### src/rtl/sme_param_engine.sv
// Byte-serial string matcher with '.', '*', '^', '$' wildcards and nocase mode.
// Define SME_MATCH_LEN_EN to add the match_len result port.
module sme_param_engine #(
  parameter int CW      = 8,
  parameter int MAX_STR = 32,
  parameter int MAX_PAT = 8,
  parameter int IW      = $clog2(MAX_STR)
) (
  input  logic          clk,
  input  logic          reset,
  input  logic [CW-1:0] chardata,
  input  logic          isstring,
  input  logic          ispattern,
  input  logic          nocase,
  output logic          busy,
  output logic          valid,
  output logic          match,
  output logic [IW-1:0] match_index
`ifdef SME_MATCH_LEN_EN
  ,
  output logic [IW-1:0] match_len
`endif
);

  localparam int SW  = $clog2(MAX_STR + 1);
  localparam int PW  = $clog2(MAX_PAT + 1);
  localparam int PIW = $clog2(MAX_PAT);

  localparam logic [CW-1:0] C_DOT   = CW'(8'h2E);
  localparam logic [CW-1:0] C_CARET = CW'(8'h5E);
  localparam logic [CW-1:0] C_DOLL  = CW'(8'h24);
  localparam logic [CW-1:0] C_STAR  = CW'(8'h2A);
  localparam logic [CW-1:0] C_SPACE = CW'(8'h20);

  typedef enum logic [2:0] {
    IDLE, LOAD_PAT, SEARCH, BACKTRACK, DONE
  } state_t;

  state_t state, state_n;

  logic [CW-1:0] str_buf [MAX_STR];
  logic [CW-1:0] pat_buf [MAX_PAT];
  logic [SW-1:0] str_len, st, s, s_star;
  logic [PW-1:0] pat_len, p, p_star;
  logic          prev_str, nc, has_star;

  logic [CW-1:0] cur_s, prev_c, cur_p;
  logic s_in, pat_done, last_start, bt_over;
  logic elem_ok, adv_s, is_star;
  logic do_hit, do_miss, do_next, do_star;
  logic do_adv, do_bt, go_bt;

  function automatic logic [CW-1:0] fold(
    input logic [CW-1:0] c,
    input logic          en
  );
    fold = c;
    if (en && c >= CW'(8'h41) && c <= CW'(8'h5A))
      fold = c | CW'(8'h20);
  endfunction

  // Element evaluation at the current (s, p) pointers.
  always_comb begin
    cur_s      = str_buf[IW'(s)];
    prev_c     = str_buf[IW'(s - SW'(1))];
    cur_p      = pat_buf[PIW'(p)];
    s_in       = s < str_len;
    pat_done   = p == pat_len;
    last_start = ({1'b0, st} + (SW+1)'(1)) >= {1'b0, str_len};
    bt_over    = ({1'b0, s_star} + (SW+1)'(1)) > {1'b0, str_len};
    is_star    = cur_p == C_STAR;
    elem_ok    = 1'b0;
    adv_s      = 1'b0;
    unique case (1'b1)
      is_star:          elem_ok = 1'b1;
      cur_p == C_CARET: elem_ok = (s == '0) || (prev_c == C_SPACE);
      cur_p == C_DOLL:
        elem_ok = (s == str_len) || (s_in && cur_s == C_SPACE);
      cur_p == C_DOT: begin
        elem_ok = s_in;
        adv_s   = 1'b1;
      end
      default: begin
        elem_ok = s_in && (fold(cur_s, nc) == fold(cur_p, nc));
        adv_s   = 1'b1;
      end
    endcase
  end

  always_ff @(posedge clk) begin
    if (!reset) state <= IDLE;
    else        state <= state_n;
  end

  always_comb begin
    state_n = state;
    busy    = 1'b0;
    valid   = 1'b0;
    do_hit  = 1'b0;
    do_miss = 1'b0;
    do_next = 1'b0;
    do_star = 1'b0;
    do_adv  = 1'b0;
    do_bt   = 1'b0;
    go_bt   = 1'b0;
    unique case (state)
      IDLE:
        if (!isstring && ispattern) state_n = LOAD_PAT;
      LOAD_PAT: begin
        busy = 1'b1;
        if (!ispattern) state_n = SEARCH;
      end
      SEARCH: begin
        busy = 1'b1;
        if (pat_done)            do_hit  = 1'b1;
        else if (str_len == '0)  do_miss = 1'b1;
        else if (is_star)        do_star = 1'b1;
        else if (elem_ok)        do_adv  = 1'b1;
        else if (has_star)       go_bt   = 1'b1;
        else if (last_start)     do_miss = 1'b1;
        else                     do_next = 1'b1;
        if (do_hit || do_miss) state_n = DONE;
        else if (go_bt)        state_n = BACKTRACK;
      end
      BACKTRACK: begin
        busy = 1'b1;
        if (!bt_over)        do_bt   = 1'b1;
        else if (last_start) do_miss = 1'b1;
        else                 do_next = 1'b1;
        state_n = do_miss ? DONE : SEARCH;
      end
      DONE: begin
        valid   = 1'b1;
        state_n = IDLE;
      end
      default: state_n = IDLE;
    endcase
  end

  always_ff @(posedge clk) begin
    if (!reset) begin
      str_len     <= '0;
      pat_len     <= '0;
      prev_str    <= 1'b0;
      nc          <= 1'b0;
      st          <= '0;
      s           <= '0;
      s_star      <= '0;
      p           <= '0;
      p_star      <= '0;
      has_star    <= 1'b0;
      match       <= 1'b0;
      match_index <= '0;
`ifdef SME_MATCH_LEN_EN
      match_len   <= '0;
`endif
    end else begin
      prev_str <= isstring && (state == IDLE);
      if (state == IDLE && isstring) begin
        if (!prev_str) begin
          str_buf[0] <= chardata;
          str_len    <= SW'(1);
        end else if (str_len < SW'(MAX_STR)) begin
          str_buf[IW'(str_len)] <= chardata;
          str_len <= str_len + SW'(1);
        end
      end
      if (state == IDLE && !isstring && ispattern) begin
        pat_buf[0] <= chardata;
        pat_len    <= PW'(1);
        nc         <= nocase;
      end
      if (state == LOAD_PAT && ispattern && pat_len < PW'(MAX_PAT)) begin
        pat_buf[PIW'(pat_len)] <= chardata;
        pat_len <= pat_len + PW'(1);
      end
      if (state == LOAD_PAT && !ispattern) begin
        st       <= '0;
        s        <= '0;
        p        <= '0;
        has_star <= 1'b0;
      end
      if (do_star) begin
        p_star   <= p + PW'(1);
        s_star   <= s;
        has_star <= 1'b1;
        p        <= p + PW'(1);
      end
      if (do_adv) begin
        p <= p + PW'(1);
        if (adv_s) s <= s + SW'(1);
      end
      // Grow the '*' run by one char and replay the tail.
      if (do_bt) begin
        s_star <= s_star + SW'(1);
        s      <= s_star + SW'(1);
        p      <= p_star;
      end
      if (do_next) begin
        st       <= st + SW'(1);
        s        <= st + SW'(1);
        p        <= '0;
        has_star <= 1'b0;
      end
      if (do_hit) begin
        match       <= 1'b1;
        match_index <= IW'(st);
`ifdef SME_MATCH_LEN_EN
        match_len   <= IW'(s - st);
`endif
      end
      if (do_miss) begin
        match       <= 1'b0;
        match_index <= '0;
`ifdef SME_MATCH_LEN_EN
        match_len   <= '0;
`endif
      end
    end
  end

endmodule

### config.mk
export PLATFORM = sky130hd
export DESIGN_NAME = sme_param_engine
export DESIGN_NICKNAME = d
export VERILOG_FILES = /design/src/rtl/sme_param_engine.sv
export SDC_FILE = /design/constraint.sdc
export NUM_CORES = 1
export LEC_CHECK = 0
export CELL_PAD_IN_SITES_DETAIL_PLACEMENT = 1
export CELL_PAD_IN_SITES_GLOBAL_PLACEMENT = 1
export CORE_MARGIN = 4
export CORE_UTILIZATION = 45
export DETAILED_ROUTE_END_ITERATION = 6
export PLACE_DENSITY_LB_ADDON = 0.1
export SETUP_SLACK_MARGIN = 0.02
export SLEW_MARGIN = 20
export SYNTH_ARGS = -nofsm -noshare
export SYNTH_HDL_FRONTEND = slang
export SYNTH_SLANG_ARGS = --single-unit
### constraint.sdc
create_clock -name clk -period 13.5 [get_ports clk]
set_input_delay 2.7 -clock clk [delete_from_list [all_inputs] [get_ports clk]]
set_output_delay 2.7 -clock clk [all_outputs]
set_load 0.1 [all_outputs]
==> results.json, run 1 <==
{
  "dp_slack_ns": 7.46,
  "clock_latency_ns": 0.56,
  "crit_type": "reg -> reg",
  "grt_max_degree": 66,
  "syn_avg_cell_area_um2": 14.5,
  "finalNetCount": 1239,
  "holdBufCountCts": 0,
  "timing.final.crit_share": 0.418,
  "cts.sinks": 371,
  "power_density_nw_per_um2": 128,
  "rsz0062_at_grt": "no",
  "portBuffers": 20,
  "ys_types": 77,
  "async_flop_share": 0,
  "crit_required_ns": 13.95,
  "die_y_um": 202,
  "fin_setup_tns_ns": 0,
  "endpoint_kind": "flop",
  "fmax_mhz": 177,
  "wl_per_cell_um": 27.4,
  "slowest_stage": "dfxtp_4",
  "slew_violations": 0,
  "initial_core_util": 0.460,
  "cap_violations": 0,
  "rows": 70,
  "multiInputGateArea_um2": 6050,
  "numCtsBuffers": 41,
  "grt_use_total": 0.233,
  "postSynthCellCount": 1173,
  "vdd_drop_max_uv": 110,
  "ys_warn_count": 0,
  "drtIter0Drc": 991,
  "finalWorstSetupSlack_ns": 7.85,
  "cts_resized": 0,
  "dp_hpwl_um": 31400,
  "cp_num_buf_inv": 2,
  "grt_antenna_before_repair": 0,
  "drive_gt1_frac": 0.152,
  "nFillCells": 3651,
  "critPathTopFamily": "compound AO/OA/AOI/OAI gates",
  "cts_tree": "done",
  "vias": 10704,
  "synth_edf_count": 320,
  "grt-ovfl-total": 0,
  "slew_headroom": 0.277,
  "cp_common_cell": "a211o_1",
  "cpPeakStageDelay_ns": 0.80,
  "seq_area_um2": 10600,
  "n_antenna_cell": 0,
  "die_area_um2": 41000,
  "whs_ns": 0.446,
  "status": "complete, no violations",
  "cts.path.max_buffers": 3,
  "p_total_w": 0.00244,
  "syn_to_final_growth_pct": 11.8,
  "wl_um": 47600,
  "seq_area_frac_synth": 0.625,
  "finalSetupViolations": 0,
  "fin_crit_ns": 5.65,
  "synth_seq_cells": 371,
  "power_leakage_nw": 6.00,
  "place_area_um2": 17700,
  "drcViolationCount": 0,
  "crit_chain": "clkinv_1 -> ha_1 -> buf_4 -> nor4bb_1 -> a31oi_1 -> a221oi_1 -> o21ai_0 -> o311ai_0 -> a211o_1 -> a211o_1 -> a31oi_4 -> a31o_2 -> nand2b_4 -> nor3_1",
  "critPathLaunchType": "flop",
  "cts-root-buf": "clkbuf_16",
  "grt_pass1_wl_um": 71900,
  "tightest_slew_ns": 1.08,
  "vias_per_cell": 6.17,
  "post-route-cell-area_um2": 19000,
  "syn_nets": 1212,
  "netlist_area_um2": 17000,
  "first_pass_iters": 5,
  "finalHoldViolCount": 0,
  "postCtsSetupBuffers": 0,
  "htree_levels": 2,
  "finClkSkew_ns": 0.0141,
  "fp.dieW_um": 202,
  "coreArea_um2": 37000,
  "routabilityCongestion": 0.875,
  "clk_pin_slew_ns": 0.06,
  "worstPathMaxFanout": 40,
  "final_antenna_net_count": 0,
  "hold_class": "reg -> reg",
  "cp.arrival_ns": 6.09,
  "grt_pass1_vias": 11018,
  "synth_ff_type": "edfxtp_1",
  "io_pins": 21
}
[per-stage QoR]
step,util,std cells
after global routing,0.515,1735
after detailed placement,0.479,1661
final,0.515,1735
after floorplan,-,1173
after CTS,0.515,1735
after global placement,0.479,1661
[metal layers]
layer | share of wire | GRT usage
met4 | 0.019 | 0.0538
met2 | 0.46 | 0.364
met3 | 0.053 | 0.0424
met1 | 0.46 | 0.343
met5 | 0 | 0
[worst paths after layout]
| kind | startpoint | to | slack, ns | cells after the start |
|---|---|---|---|---|
| setup / recovery | s[0] | p[2] | 7.85 | 14 |
| hold / removal | match | match | 0.45 | 2 |
| setup reg to reg | s[0] | p[2] | 7.85 | 14 |
| hold reg to reg | match | match | 0.45 | 2 |
[tightest hold or removal path: stages, from the launching register on]
cell,delay [ns]
dfxtp_1,0.31
inv_1,0.05
a21oi_1,0.05
[placed cells by master, fill, tap and decap left out, drive strengths merged, types with 29 or more instances in the layout]
cell,count
nor4b,29
o21ai,31
clkbuf,51
a21oi,41
nand3,47
dfxtp,51
nand2,72
mux4,70
nor2,94
edfxtp,320
mux2i,38
[logic make-up after synthesis]
family	count (synthesis)	synth area share
buffers and inverters	71	0.0213
XOR/XNOR	25	0.0133
flip-flops	371	0.625
AND/OR/NAND/NOR	386	0.123
adder cells (fa/ha/maj)	26	0.0191
AO/OA/AOI/OAI	164	0.0666
multiplexers	130	0.132
[flip-flops by register name, summed over array words and instances (netlist names), 3 cells and up, named ones only]
| name | count |
|---|---|
| str_buf | 256 |
| p | 4 |
| match_index | 5 |
| p_star | 4 |
| str_len | 6 |
| state | 3 |
| s | 6 |
| s_star | 6 |
| st | 6 |
| pat_buf | 64 |
| pat_len | 4 |
[Yosys cell counts, drive strengths merged (8+ instances only)]
master / n / area, µm²
mux2: 22 / 251
nand2: 72 / 270
and2: 9 / 56.3
nor4: 18 / 113
ha: 26 / 325
mux4: 70 / 1610
mux2i: 38 / 380
nor2: 94 / 353
and3: 13 / 81.3
nor4b: 29 / 254
edfxtp: 320 / 9610
nor3: 27 / 146
nor3b: 11 / 82.6
inv: 17 / 63.8
nor2b: 8 / 50.1
o21ai: 31 / 155
nand3: 47 / 235
buf: 26 / 193
clkbuf: 27 / 101
a21oi: 41 / 205
a31oi: 9 / 86.3
nand3b: 10 / 75.1
nand4: 11 / 68.8
dfxtp: 51 / 1020
a221oi: 8 / 70.1
xnor2: 18 / 158
[cell type report]
cell class	instances	area share
flip-flops and latches	371	0.559
multi-input cells	731	0.318
clock buffers	51	0.0576
well taps	504	0.0331
repair buffers	37	0.0164
clock inverters	23	0.0124
inverters	18	0.00355
[power breakdown]
part	switching, W	total [W]	internal [W]
sequential	0.00000523	0.00125	0.00125
combinational	0.0000604	0.0000829	0.0000224
clock	0.000448	0.00110	0.000655
total	0.000513	0.00244	0.00193
No activity file was read; power rests on OpenSTA's default activity.
==> run 2: changes to the inputs <==
- clock period: 13.5 -> 5.8 ns (I/O delays scaled with it)
==> run 2 against run 1 <==
Net effect: non-clock buffer count grew 1; setup slack got worse by 6.9 ns; hold slack improved by 0.0037 ns; fmax grew 17%; total power is 130% higher; register-to-register slack lost 6.9 ns; sequential power up 130%; utilization barely moved; global-route usage down 0.072 points; via count up 0.51%.
==> results.json, run 2 (synthesis results as in run 1) <==
{
  "final_antenna_net_count": 0,
  "hold_class": "reg -> reg",
  "rsz0062_at_grt": "no",
  "power_leakage_nw": 6.01,
  "use_met1": 0.340,
  "cts.sinks": 371,
  "worstPathMaxFanout": 41,
  "final_core_util": 0.515,
  "numCtsBuffers": 40,
  "initial_core_util": 0.460,
  "multiInputGateArea_um2": 6030,
  "vdd_drop_max_uv": 263,
  "rows": 70,
  "portBuffers": 20,
  "clock_latency_ns": 0.56,
  "critPathTopFamily": "compound AO/OA/AOI/OAI gates",
  "slowest_stage": "a2111oi_0",
  "critPathLaunchType": "flop",
  "grt_pass1_vias": 11157,
  "grt_antenna_before_repair": 0,
  "busiest_layer": "met2",
  "dp_hpwl_um": 32100,
  "finalNetCount": 1239,
  "crit_required_ns": 6.25,
  "io_pins": 21,
  "top_register": "str_buf",
  "n_antenna_cell": 0,
  "cts.path.max_buffers": 3,
  "die_area_um2": 41000,
  "htree_levels": 2,
  "finalWorstSetupSlack_ns": 0.993,
  "post-route-cell-area_um2": 19000,
  "cp.arrival_ns": 5.26,
  "coreArea_um2": 37000,
  "endpoint_kind": "flop",
  "status": "complete, no violations",
  "fp.dieW_um": 202,
  "first_pass_iters": 5,
  "use_met3": 0.0356,
  "die_y_um": 202,
  "drive_gt1_frac": 0.141,
  "cts_tree": "done",
  "grt-ovfl-total": 0,
  "finClkSkew_ns": 0.0165,
  "holdBufCountCts": 0,
  "nFillCells": 3588,
  "crit_chain": "clkinv_1 -> ha_1 -> buf_4 -> nor3b_1 -> nand3_1 -> a2111oi_0 -> a311oi_1 -> o311ai_0 -> a211o_1 -> a211o_1 -> a31oi_4 -> a31o_2 -> nand2b_4 -> nor3_1",
  "fin_setup_tns_ns": 0,
  "grt_max_degree": 95,
  "cap_violations": 0,
  "fin_crit_ns": 4.81,
  "dp.cells": 1662,
  "cts-root-buf": "clkbuf_16",
  "finalSetupViolations": 0,
  "postCtsSetupBuffers": 0,
  "slew_headroom": 0.279,
  "drtIter0Drc": 865,
  "cpPeakStageDelay_ns": 0.57,
  "cp_num_buf_inv": 2,
  "layout_commonest_cell": "edfxtp_1",
  "cts_resized": 0,
  "place_area_um2": 17700,
  "syn_to_final_growth_pct": 11.9,
  "power_density_nw_per_um2": 301,
  "routabilityCongestion": 0.845,
  "grt_pass1_wl_um": 71700,
  "drcViolationCount": 0,
  "slew_violations": 0,
  "timing.final.crit_share": 0.829,
  "wl_um": 47500,
  "tightest_slew_ns": 1.08,
  "seq_area_um2": 10600,
  "crit_type": "reg -> reg",
  "cp_common_cell": "a211o_1",
  "fmax_mhz": 208,
  "largest_register_ffs": 256,
  "clk_pin_slew_ns": 0.06,
  "vias": 10759,
  "globalRouteMet2Util": 0.360,
  "finalHoldViolCount": 0,
  "top_regs": "str_buf (256), pat_buf (64)",
  "stdcell_count": 1733,
  "mostFrequentLayoutCells": "edfxtp_1, nor2_1, nand2_1, mux4_2, dfxtp_1",
  "wl_per_cell_um": 27.4,
  "grt_use_total": 0.232,
  "vias_per_cell": 6.21,
  "dp_slack_ns": 1.03
}
-- run 2: cell count changes in the layout (fill, tap and decap cells not counted), sizes merged --
cell,change
buf,+1
bufinv,+1
clkbuf,+7
clkinv,-7
clkinvlp,-3
inv,-1
-- run 2: where the power goes --
| group | internal [W] | leakage, nW | total [W] | switching [W] |
|---|---|---|---|---|
| Combinational | 0.0000521 | 2.07 | 0.000187 | 0.000135 |
| Sequential | 0.00291 | 3.29 | 0.00292 | 0.0000127 |
| Clock | 0.00159 | 0.642 | 0.00261 | 0.00102 |
| Total | 0.00455 | 6.01 | 0.00572 | 0.00117 |
-- run 2: worst paths after layout --
kind	startpoint	end	slack (ns)	depth (start not counted)
worst min-delay path	match	match	0.45	2
worst min register to register	match	match	0.45	2
worst max register to register	s[0]	p[2]	0.99	14
worst max-delay path	s[0]	p[2]	0.99	14
-- run 2: layer usage --
metal | vias to the layer above | part of all wire | wire length, µm
met5 | - | 0 | 0
met4 | 0 | 0.026 | 1250
met3 | 79 | 0.058 | 2730
met2 | 304 | 0.46 | 21900
met1 | 5633 | 0.46 | 21600
li1 | 4743 | - | -
-- run 2: stage by stage --
step | hold slack (ns) | total power, W
2_1_floorplan | 0.429 | 0.00307
3_3_place_gp | 0.441 | 0.00316
3_5_place_dp | 0.446 | 0.00316
4_1_cts | 0.455 | 0.00577
5_1_grt | 0.494 | 0.00591
6_report | 0.450 | 0.00572
-- run 2: worst reg2reg max path: stages, from the launching register on --
cell and delay [ns]:
dfxtp_4 0.36, clkinv_1 0.36, ha_1 0.45, buf_4 0.45
nor3b_1 0.35, nand3_1 0.12, a2111oi_0 0.57, a311oi_1 0.17
o311ai_0 0.44, a211o_1 0.21, a211o_1 0.26, a31oi_4 0.09
a31o_2 0.38, nand2b_4 0.23, nor3_1 0.28
-- run 2: layout make-up --
cell class                      count  area share
Inverter                           18     0.00355
Multi-Input combinational cell    731       0.317
Timing Repair Buffer               38      0.0175
Clock inverter                     13      0.0101
Clock buffer                       58      0.0600
Tap cell                          504      0.0331
Sequential cell                   371       0.559
